**src/rtl/core_step_sequencer.sv**
```systemverilog
// Multi-cycle FETCH/DECODE/EXEC/MEM/WB sequencer sharing one memory port.
// Ports: clk, reset_n; run, halt_req, should_* decoder controls, alu_result,
//   pc_next, mem_ready in; mem_req/mem_we/mem_addr, instr_we, reg_we,
//   xmm_we, pc, state, halted, retire_count out.
module core_step_sequencer #(
  parameter logic [31:0] RESET_PC = 32'h0000_0000
) (
  input  logic        clk,
  input  logic        reset_n,
  input  logic        run,
  input  logic        halt_req,
  input  logic        should_read_mem,
  input  logic        should_write_mem,
  input  logic        should_write_reg,
  input  logic        should_write_xmm,
  input  logic [31:0] alu_result,
  input  logic [31:0] pc_next,
  input  logic        mem_ready,
  output logic        mem_req,
  output logic        mem_we,
  output logic [31:0] mem_addr,
  output logic        instr_we,
  output logic        reg_we,
  output logic        xmm_we,
  output logic [31:0] pc,
  output logic [2:0]  state,
  output logic        halted,
  output logic [31:0] retire_count
);

  localparam logic [2:0] S_FETCH  = 3'd0;
  localparam logic [2:0] S_DECODE = 3'd1;
  localparam logic [2:0] S_EXEC   = 3'd2;
  localparam logic [2:0] S_MEM    = 3'd3;
  localparam logic [2:0] S_WB     = 3'd4;
  localparam logic [2:0] S_HALT   = 3'd5;

  logic [2:0]  state_q, state_d;
  logic [31:0] pc_q, pc_d;
  logic [31:0] retire_cnt_q, retire_cnt_d;
  logic        halted_q, halted_d;

  logic        req_c;
  logic        we_c;
  logic        iwe_c;
  logic        rwe_c;
  logic        xwe_c;
  logic [31:0] addr_c;
  logic        mem_op;

  assign mem_op = should_read_mem | should_write_mem;

  always_comb begin
    state_d      = state_q;
    pc_d         = pc_q;
    retire_cnt_d = retire_cnt_q;
    halted_d     = halted_q;
    req_c        = 1'b0;
    we_c         = 1'b0;
    iwe_c        = 1'b0;
    rwe_c        = 1'b0;
    xwe_c        = 1'b0;
    addr_c       = pc_q;
    case (state_q)
      S_FETCH: begin
        req_c = run;
        if (run && mem_ready) begin
          iwe_c   = 1'b1;
          state_d = S_DECODE;
        end
      end
      S_DECODE: state_d = S_EXEC;
      S_EXEC:   state_d = mem_op ? S_MEM : S_WB;
      S_MEM: begin
        req_c  = 1'b1;
        addr_c = alu_result;
        // read wins when both controls are set
        we_c   = should_write_mem & ~should_read_mem;
        if (mem_ready) state_d = S_WB;
      end
      S_WB: begin
        rwe_c        = should_write_reg;
        xwe_c        = should_write_xmm;
        pc_d         = pc_next;
        retire_cnt_d = retire_cnt_q + 32'd1;
        state_d      = halt_req ? S_HALT : S_FETCH;
        halted_d     = halt_req;
      end
      S_HALT: begin
        state_d  = S_HALT;
        halted_d = 1'b1;
      end
      default: state_d = S_FETCH;
    endcase
  end

  always_ff @(posedge clk or negedge reset_n) begin
    if (!reset_n) begin
      state_q      <= S_FETCH;
      pc_q         <= RESET_PC;
      retire_cnt_q <= 32'd0;
      halted_q     <= 1'b0;
    end else begin
      state_q      <= state_d;
      pc_q         <= pc_d;
      retire_cnt_q <= retire_cnt_d;
      halted_q     <= halted_d;
    end
  end

  // strobes drop as soon as reset asserts, not at the next edge
  assign mem_req      = req_c & reset_n;
  assign mem_we       = we_c & reset_n;
  assign instr_we     = iwe_c & reset_n;
  assign reg_we       = rwe_c & reset_n;
  assign xmm_we       = xwe_c & reset_n;
  assign mem_addr     = addr_c;
  assign pc           = pc_q;
  assign state        = state_q;
  assign halted       = halted_q;
  assign retire_count = retire_cnt_q;

endmodule

```
**config.mk**
```make
export PLATFORM = sky130hd
export DESIGN_NAME = core_step_sequencer
export DESIGN_NICKNAME = d
export VERILOG_FILES = /design/src/rtl/core_step_sequencer.sv
export SDC_FILE = /design/constraint.sdc
export NUM_CORES = 1
export LEC_CHECK = 0
export BUFFER_PORTS_ARGS = -buffer_cell sky130_fd_sc_hd__buf_2
export CAP_MARGIN = 20
export CORE_ASPECT_RATIO = 2
export CORE_MARGIN = 2
export CORE_UTILIZATION = 45
export DETAILED_ROUTE_END_ITERATION = 7
export GPL_TIMING_DRIVEN = 0
export PLACE_DENSITY_LB_ADDON = 0.2
export SLEW_MARGIN = 5
export SYNTH_ARGS = -nofsm -noshare
export SYNTH_HDL_FRONTEND = slang
export SYNTH_SLANG_ARGS = --single-unit
```
**constraint.sdc**
```tcl
create_clock -name clk -period 2.1 [get_ports clk]
set_input_delay 0.42 -clock clk [delete_from_list [all_inputs] [get_ports clk]]
set_output_delay 0.42 -clock clk [all_outputs]
set_load 0.1 [all_outputs]
```
==> results.json <==
{
  "outcome": "finished, violations left",
  "violations": "negative setup slack",
  "core_area_sq_um": 7157,
  "die_x_um": 64.54,
  "finalSetupViolations": 24,
  "cts-htree-levels": 3,
  "clock_skew_ns": 0.005886,
  "grt_usage_pct": 26.44,
  "dr.pass1.iters": 5,
  "postSynth.topFlopCell": "dfrtp_1",
  "max_cap_viol_count": 0,
  "crit_required_ns": 1.68,
  "numPortBuffers": 177,
  "fmax_mhz": 457.8,
  "hold_viol_final": 0,
  "num_vias": 3272,
  "cts_buffer_depth": 2,
  "initial_utilization_pct": 46.08,
  "yosys.area.top_type": "dfrtp_1",
  "netlist_top_cells_area": "dfrtp_1 (52%), nand2_1 (13%), mux2_2 (11%)",
  "cts.sinks": 68,
  "slew_violations": 0,
  "n_antenna_cell": 0,
  "drtIter0Drc": 138,
  "r2r_cells": 4,
  "rsz0062_at_grt": "true",
  "r2r-end": "retire_count[26]",
  "tightest_slew_ns": 0.5350,
  "drt.antenna.violating_nets": 0,
  "cp-start-kind": "flip-flop",
  "drive_above_1_share_pct": 51.93,
  "synth-edff-count": 0,
  "maxSlewHeadroom_pct": 64.22,
  "cts_tree": "built",
  "place.gp.congestion": 0.7957,
  "grt.overflow.total": 0,
  "grt_max_degree": 62,
  "syn_nets": 411,
  "reg2reg_slack_ns": 0.10,
  "drc": 0,
  "synth.most_common_cell": "nand2_1",
  "synth_area_sq_um": 3298,
  "fp-row-count": 44,
  "wire_per_inst_um": 16.46,
  "first_global_vias": 3331,
  "io_pins": 178,
  "ys_types": 30,
  "ys_warn_count": 0,
  "arrival_ns": 1.76,
  "drt-vias-per-instance": 5.153,
  "synth_seq_cells": 68,
  "netlist_instances": 337,
  "die_height_um": 125.1,
  "min_period_ns": 2.184,
  "async_reset_ff_share_pct": 100.0,
  "tns_ns": -1.679,
  "clk_transition_reported_paths_ns": 0.05,
  "rr_startpoint": "state[1]",
  "grt_pass1_wl_um": 16450,
  "finish.net_count": 612,
  "netlist.area_leader.share_pct": 51.59,
  "finalCritPeriodShare_pct": 104.0,
  "fin_ws_ns": -0.08416,
  "fillCellCount": 479,
  "die-area_sq_um": 8071,
  "crit_fanout": 5,
  "synth-seq-area-share_pct": 51.59,
  "areaGrowthSynthToFinish_pct": 66.05,
  "cts_root_buffer": "clkbuf_16",
  "grt_antenna_before_repair": 0,
  "dp_hpwl_um": 6467,
  "drt_wl_total_um": 10450,
  "numCtsBuffers": 9,
  "synthTopCellsByCount": "nand2_1 (117), dfrtp_1 (68), mux2_2 (32), xnor2_1 (27), clkbuf_1 (16)",
  "synth.avg_cell_area_sq_um": 9.787,
  "clk_latency_ns": 0.32,
  "path_class": "flip-flop to output port",
  "hold_path_class": "primary input to asynchronous set/reset pin",
  "worst_setup_path_end_kind": "output port"
}
## sequential cells by signal (all words and copies together), names as in the netlist
register and cells:
pc 32, retire_count 32, state 3, halted 1
## metal layers
metal  share of wire (%)  track usage [%]  vias to the layer above
met5                   0                0                        -
met4                 3.6            12.89                        0
met3                 6.6            6.475                       31
met2                  51            44.00                      163
met1                  38            31.40                     1539
li1                    -                -                     1539
## area by class of cell
type	count	area (sq um)	share of cell area, %
plain buffers	18	148.9	2.719
clock buffers	15	287.8	5.255
clock inverters	1	5.005	0.09139
inverters	1	8.758	0.1599
multi-input cells	251	1713	31.28
flip-flops and latches	68	1738	31.73
well taps	92	115.1	2.102
repair buffers	189	1460	26.66
## how the worst max path moves through the flow
| stage | end | from | slack, ns | cells after the start |
|---|---|---|---|---|
| 5_1_grt | mem_addr[17] | state[2] | -0.14 | 5 |
| 2_1_floorplan | instr_we | state[0] | -0.24 | 2 |
| 3_3_place_gp | instr_we | reset_n | -1.07 | 4 |
| 3_5_place_dp | reg_we | state[0] | -0.28 | 4 |
| 6_report | mem_addr[10] | state[2] | -0.08 | 5 |
| 4_1_cts | mem_addr[2] | state[2] | -0.12 | 5 |
## cells in the final DEF (no fill, tap or decap), types with 2 or more instances in the layout
master / count
nand4_1: 14
clkbuf_1: 12
and4_1: 5
mux2_2: 12
dfrtp_1: 45
buf_6: 9
nand4b_1: 2
and3_4: 2
clkbuf_16: 12
and3_1: 8
nand3_4: 2
nand2_1: 117
nor3_4: 3
mux2_4: 20
buf_2: 141
buf_4: 11
nand3_1: 9
xnor2_1: 27
o21ai_0: 4
dfrtp_4: 3
clkbuf_8: 7
nor2_1: 6
dfrtp_2: 20
nor4_4: 2
xor2_1: 4
buf_12: 25
## stage by stage
stage	cells	utilization, %	hold WS, ns	worst slack, ns	cell area [sq um]
floorplan	337	-	0.1244	-0.2386	3493
global placement	606	62.80	0.4582	-1.070	4494
detailed placement	607	63.22	0.2815	-0.2781	4524
CTS	633	75.75	0.09570	-0.1211	5421
global route	635	76.52	0.1123	-0.1425	5477
finish	635	76.52	0.08422	-0.08416	5477
## critical path: stages, from the launching register on
cell and delay [ns]:
dfrtp_4 0.49, inv_6 0.09, nand3_4 0.15, clkbuf_8 0.21, mux2_4 0.32, buf_12 0.17
## timing repair
item | CTS | global route
buffers inserted | 5 | 2
endpoints found under the hold margin | 11 | 0
gates cloned | 4 | 0
setup endpoints to repair | 37 | 47
gates resized for setup | 130 | 10
hold buffers | 1 | 0
pin swaps | 3 | 1
## cells by family after synthesis
family,after synthesis,synth area share (%)
flops,68,51.59
fa+ha+maj,1,0.3793
xor+xnor,31,8.232
compound gates,10,1.859
buf+inv,19,2.238
simple gates,176,24.77
mux,32,10.93
Power is left out: the tool's default activity adds up to more than one toggle a clock period on the data nets, which glitch-free logic cannot reach.
